$ cat src/rtl/sort_pkg.sv
// rtl/sort_pkg.sv - shared types and constants for the byte sorter front end
//
// Purpose: byte and frame types used by the frame collector and the sorter.
// Ports: none (package).
package sort_pkg;

    localparam int BYTE_W    = 8;
    localparam int FRAME_LEN = 8;
    localparam int FRAME_W   = BYTE_W * FRAME_LEN;

    typedef logic [BYTE_W-1:0] byte_t;
    typedef byte_t frame_t [FRAME_LEN];

    // Collector fill level: 0..7 partial, 8 = full frame parked behind the output.
    localparam logic [3:0] CNT_LAST = 4'd7;
    localparam logic [3:0] CNT_FULL = 4'd8;

endpackage

$ cat src/rtl/frame_out_reg.sv
// rtl/frame_out_reg.sv - frame-wide output register with valid/ready hold
//
// Purpose: registers a complete frame and holds it until downstream takes it.
// Ports:
//   clk, rst         clock, synchronous active-high reset
//   i_load           capture i_frame and raise o_valid
//   i_ready          downstream consumes the held frame this cycle
//   i_frame          frame to capture, byte 0 in the low bits
//   o_valid          o_frame holds an unconsumed frame
//   o_frame          registered frame, only changes on a load
module frame_out_reg
    import sort_pkg::*;
(
    input  logic               clk,
    input  logic               rst,
    input  logic               i_load,
    input  logic               i_ready,
    input  logic [FRAME_W-1:0] i_frame,
    output logic               o_valid,
    output logic [FRAME_W-1:0] o_frame
);

    logic               r_valid;
    logic [FRAME_W-1:0] r_frame;

    always_ff @(posedge clk) begin
        if (rst) begin
            r_valid <= 1'b0;
            r_frame <= '0;
        end else if (i_load) begin
            r_valid <= 1'b1;
            r_frame <= i_frame;
        end else if (i_ready) begin
            // Frame bytes are left in place after a handoff; only valid drops.
            r_valid <= 1'b0;
        end
    end

    assign o_valid = r_valid;
    assign o_frame = r_frame;

endmodule

$ cat src/rtl/sort_frame_collector.sv
// rtl/sort_frame_collector.sv - gathers 8 streamed bytes into a parallel frame
//
// Purpose: deserialises a byte stream into 8-byte frames for the sorting network.
// Ports:
//   clk, rst              clock, synchronous active-high reset
//   flush                 discard partially collected (or parked) frame
//   in_valid/in_ready     input byte handshake, in_data is the byte
//   out_valid/out_ready   output frame handshake
//   frame_a..frame_h      frame bytes, frame_a received first
//   frame_count           completed handoffs, wraps at 16 bits
module sort_frame_collector
    import sort_pkg::*;
(
    input  logic        clk,
    input  logic        rst,
    input  logic        flush,
    input  logic        in_valid,
    output logic        in_ready,
    input  logic [7:0]  in_data,
    output logic        out_valid,
    input  logic        out_ready,
    output logic [7:0]  frame_a,
    output logic [7:0]  frame_b,
    output logic [7:0]  frame_c,
    output logic [7:0]  frame_d,
    output logic [7:0]  frame_e,
    output logic [7:0]  frame_f,
    output logic [7:0]  frame_g,
    output logic [7:0]  frame_h,
    output logic [15:0] frame_count
);

    // r_slot[7] only fills when the 8th byte arrives while the output is busy.
    byte_t       r_slot [FRAME_LEN];
    logic [3:0]  r_cnt;
    logic [15:0] r_frame_count;

    logic               w_out_valid;
    logic [FRAME_W-1:0] w_frame_out;
    logic [FRAME_W-1:0] w_frame_in;
    logic               w_out_free;
    logic               w_accept;
    logic               w_load_direct;
    logic               w_load_held;
    logic               w_load;

    assign in_ready   = (r_cnt != CNT_FULL);
    assign w_out_free = !w_out_valid || out_ready;
    assign w_accept   = in_valid && in_ready && !flush;

    // 8th byte goes straight to the output bank, bypassing r_slot[7].
    assign w_load_direct = w_accept && (r_cnt == CNT_LAST) && w_out_free;
    assign w_load_held   = !flush && (r_cnt == CNT_FULL) && w_out_free;
    assign w_load        = w_load_direct || w_load_held;

    always_comb begin
        w_frame_in = '0;
        for (int i = 0; i < FRAME_LEN - 1; i++) begin
            w_frame_in[i*BYTE_W +: BYTE_W] = r_slot[i];
        end
        w_frame_in[(FRAME_LEN-1)*BYTE_W +: BYTE_W] =
            w_load_direct ? in_data : r_slot[FRAME_LEN-1];
    end

    always_ff @(posedge clk) begin
        if (rst) begin
            r_cnt <= '0;
            for (int i = 0; i < FRAME_LEN; i++) begin
                r_slot[i] <= '0;
            end
        end else if (flush) begin
            r_cnt <= '0;
        end else if (w_load) begin
            r_cnt <= '0;
        end else if (w_accept) begin
            r_slot[r_cnt[2:0]] <= in_data;
            r_cnt              <= r_cnt + 4'd1;
        end
    end

    always_ff @(posedge clk) begin
        if (rst) begin
            r_frame_count <= '0;
        end else if (w_out_valid && out_ready) begin
            r_frame_count <= r_frame_count + 16'd1;
        end
    end

    frame_out_reg u_frame_out_reg (
        .clk     (clk),
        .rst     (rst),
        .i_load  (w_load),
        .i_ready (out_ready),
        .i_frame (w_frame_in),
        .o_valid (w_out_valid),
        .o_frame (w_frame_out)
    );

    assign out_valid   = w_out_valid;
    assign frame_count = r_frame_count;
    assign frame_a     = w_frame_out[0*BYTE_W +: BYTE_W];
    assign frame_b     = w_frame_out[1*BYTE_W +: BYTE_W];
    assign frame_c     = w_frame_out[2*BYTE_W +: BYTE_W];
    assign frame_d     = w_frame_out[3*BYTE_W +: BYTE_W];
    assign frame_e     = w_frame_out[4*BYTE_W +: BYTE_W];
    assign frame_f     = w_frame_out[5*BYTE_W +: BYTE_W];
    assign frame_g     = w_frame_out[6*BYTE_W +: BYTE_W];
    assign frame_h     = w_frame_out[7*BYTE_W +: BYTE_W];

endmodule

$ cat config.mk
export PLATFORM = sky130hd
export DESIGN_NAME = sort_frame_collector
export DESIGN_NICKNAME = d
export VERILOG_FILES = /design/src/rtl/sort_pkg.sv /design/src/rtl/frame_out_reg.sv /design/src/rtl/sort_frame_collector.sv
export SDC_FILE = /design/constraint.sdc
export NUM_CORES = 1
export LEC_CHECK = 0
export ABC_AREA = 0
export BUFFER_PORTS_ARGS = -buffer_cell sky130_fd_sc_hd__buf_2
export CAP_MARGIN = 15
export CORE_MARGIN = 1
export CORE_UTILIZATION = 55
export CTS_BUF_LIST = sky130_fd_sc_hd__clkbuf_8 sky130_fd_sc_hd__clkbuf_16
export CTS_CLUSTER_DIAMETER = 120
export CTS_CLUSTER_SIZE = 14
export DETAILED_ROUTE_END_ITERATION = 10
export PLACE_DENSITY = 0.78
export SYNTH_ARGS = -nofsm -noshare
export SYNTH_HDL_FRONTEND = slang
export SYNTH_HIERARCHICAL = 1
export SYNTH_SLANG_ARGS = --single-unit
$ cat constraint.sdc
create_clock -name clk -period 2.9 [get_ports clk]
set_input_delay 0.145 -clock clk [delete_from_list [all_inputs] [get_ports clk]]
set_output_delay 0.145 -clock clk [all_outputs]
set_load 0.1 [all_outputs]
==> flow_metrics.env <==
export IMPL_outcome="finished clean"
export IMPL_finalHoldViolCount=0
export IMPL_synth_top_cells_by_count="dfxtp_1, nor2_1, and2_1, edfxtp_1, mux2i_1"
export IMPL_ys_flop_type="dfxtp_1"
export IMPL_cp_arrival_ns=2.80
export IMPL_area_growth_pct=18.9
export IMPL_cts_path_max_buffers=2
export IMPL_vdd_drop_max_uv=342
export IMPL_netlist_area_leader_share=0.320
export IMPL_synth_edf_count=64
export IMPL_drv_slew=0
export IMPL_ff_latch_area_um2=3620
export IMPL_cts_tree="yes"
export IMPL_wire_per_inst_um=16.2
export IMPL_start_util=0.574
export IMPL_finalCriticalPeriod_ns=2.41
export IMPL_multi_input_area_um2=2190
export IMPL_route_final_wire_length_um=11900
export IMPL_diodes=0
export IMPL_grt_pass1_vias=3801
export IMPL_powerDensity_nw_per_um2=607
export IMPL_grt_overflow_total=0
export IMPL_grt_max_degree=64
export IMPL_slew_headroom=0.438
export IMPL_yosysSeqAreaShare=0.603
export IMPL_p_leak_nw=2.80
export IMPL_grt_use_total=0.225
export IMPL_row_count=37
export IMPL_synthesis_nets=500
export IMPL_hpwl_um=7800
export IMPL_hold_class="in2reg"
export IMPL_required_ns=3.28
export IMPL_clkLatencyLatePin_ns=0.53
export IMPL_ys_async_sr_fraction=0
export IMPL_core_um2=10500
export IMPL_die_h_um=107
export IMPL_synthTopCellsByArea="edfxtp_1, dfxtp_1, mux2i_1"
export IMPL_grt_pass1_wl_um=19200
export IMPL_grt_setup_unrepaired="false"
export IMPL_routed_via_density=5.26
export IMPL_die_x_um=107
export IMPL_cts_made_buffers=17
export IMPL_num_fill_cells=766
export IMPL_setup_viol=0
export IMPL_reg2reg_from="r_cnt[0]"
export IMPL_critPathLaunch="r_cnt[0]"
export IMPL_via_count=3873
export IMPL_port_buffers=94
export IMPL_worst_setup_path_start_kind="flop"
export IMPL_finalClockSkew_ns=0.0103
export IMPL_syn_cell_area_um2=6010
export IMPL_timing_hold_ws_ns=0.0846
export IMPL_path_max_fanout=31
export IMPL_yosys_warnings=6
export IMPL_avgSynthCellArea_um2=12.4
export IMPL_drt_iter0_drc=206
export IMPL_nets=604
export IMPL_dr_pass1_iters=5
export IMPL_cp_end_kind="flop"
export IMPL_drc=0
export IMPL_worstSetupPathType="reg2reg"
export IMPL_synth_area_leader_cell="edfxtp_1"
export IMPL_tightest_slew_ns=0.843
export IMPL_drtAntennaViolNets=0
export IMPL_cts_sinks=149
export IMPL_pin_count=95
export IMPL_fin_tns_setup_ns=0
export IMPL_synth_seq_cells=149
export IMPL_synth_distinct_cells=44
export IMPL_gp_congestion=0.795
export IMPL_worstHoldStart="in_data[7]"
export IMPL_design_die_area_um2=11300
export IMPL_post_cts_resized=0
export IMPL_htreeDepth=4
export IMPL_cts_root_buf="clkbuf_8"
export IMPL_synthCells=484
export IMPL_antenna_found_initial=0
export IMPL_cts_clk_slew_worst_paths_ns=0.06
export IMPL_drive_above_1_share=0.278
export IMPL_post_route_period_util=0.832
export IMPL_maxCapViolations=0
export IMPL_synth_most_common_cell="dfxtp_1"
export IMPL_max_freq_ghz=0.414
[cell type report]
type | instances | share of cell area
Timing Repair Buffer | 104 | 0.0806
Sequential cell | 149 | 0.507
Multi-Input combinational cell | 305 | 0.306
Clock inverter | 12 | 0.0124
Clock buffer | 20 | 0.0638
Inverter | 11 | 0.00578
Tap cell | 136 | 0.0238
[where the power goes]
group | internal [mW] | total [mW] | switching (mW)
combinational | 0.0266 | 0.108 | 0.0816
clock | 1.19 | 2.00 | 0.809
sequential | 2.22 | 2.23 | 0.0110
[through the flow]
step,setup WS [ns],cells,instance area (um2),utilization,power (mW)
after floorplan,0.185,484,6010,-,2.33
after global placement,0.584,703,6580,0.629,2.38
after detailed placement,0.505,703,6580,0.629,2.38
after CTS,0.479,737,7140,0.683,4.36
after global routing,0.347,737,7140,0.683,4.47
final,0.487,737,7140,0.683,4.34
[final timing paths]
| check | end | slack (ns) | cells past startpoint |
|---|---|---|---|
| setup / recovery | u_frame_out_reg/o_frame[19] | 0.49 | 7 |
| hold / removal | r_slot[6][7] | 0.08 | 2 |
| setup reg to reg | u_frame_out_reg/o_frame[19] | 0.49 | 7 |
| hold reg to reg | u_frame_out_reg/o_frame[40] | 0.48 | 2 |
[cell families after synthesis]
group           share of synthesized area
fa+ha+maj                         0.00625
flops                               0.603
buf+inv                            0.0350
xor+xnor                           0.0190
compound gates                     0.0217
mux                                 0.123
simple gates                        0.192
[metal layers]
layer | global-route usage | up-vias | part of all wire
met5 | 0 | - | 0
met2 | 0.383 | 100 | 0.52
met4 | 0.0753 | 0 | 0.012
li1 | - | 1876 | -
met1 | 0.272 | 1882 | 0.42
met3 | 0.0699 | 15 | 0.052
[sequential cells by signal, indices dropped and copies added (netlist names)]
signal                   count
u_frame_out_reg/o_frame     64
r_slot                      64
frame_count                 16
u_frame_out_reg/o_valid      1
r_cnt                        4
[layout by cell type, fill, tap and decap left out, drive strengths merged, types with 3 or more instances in the layout]
cell,Yosys,final
buf,14,102
nor2,82,82
dfxtp,85,85
ha,3,3
o21ai,3,3
and2,64,64
nand4,3,3
or2,8,8
xor2,4,4
nor4,10,10
nand2,8,8
edfxtp,64,64
mux2,9,9
xnor2,9,9
inv,11,16
nor2b,3,3
nor3,5,5
nand3,10,10
clkbuf,5,20
a21oi,7,7
clkinv,0,4
mux2i,64,64
or3,3,3
[what timing repair did]
action | 4_1_cts | 5_1_grt
setup endpoints to repair | 0 | 0
hold buffers | 2 | 0
setup buffers | 0 | 0
endpoints found under the hold margin | 6 | 0
[worst max-delay path, stage by stage, from the launching register on]
cell,delay (ns)
dfxtp_1,0.31
inv_1,0.19
ha_1,0.23
nand3b_4,0.15
o31ai_4,0.76
buf_12,0.32
mux2i_1,0.22
nor2_1,0.06
No activity file was read; power rests on OpenSTA's default activity.
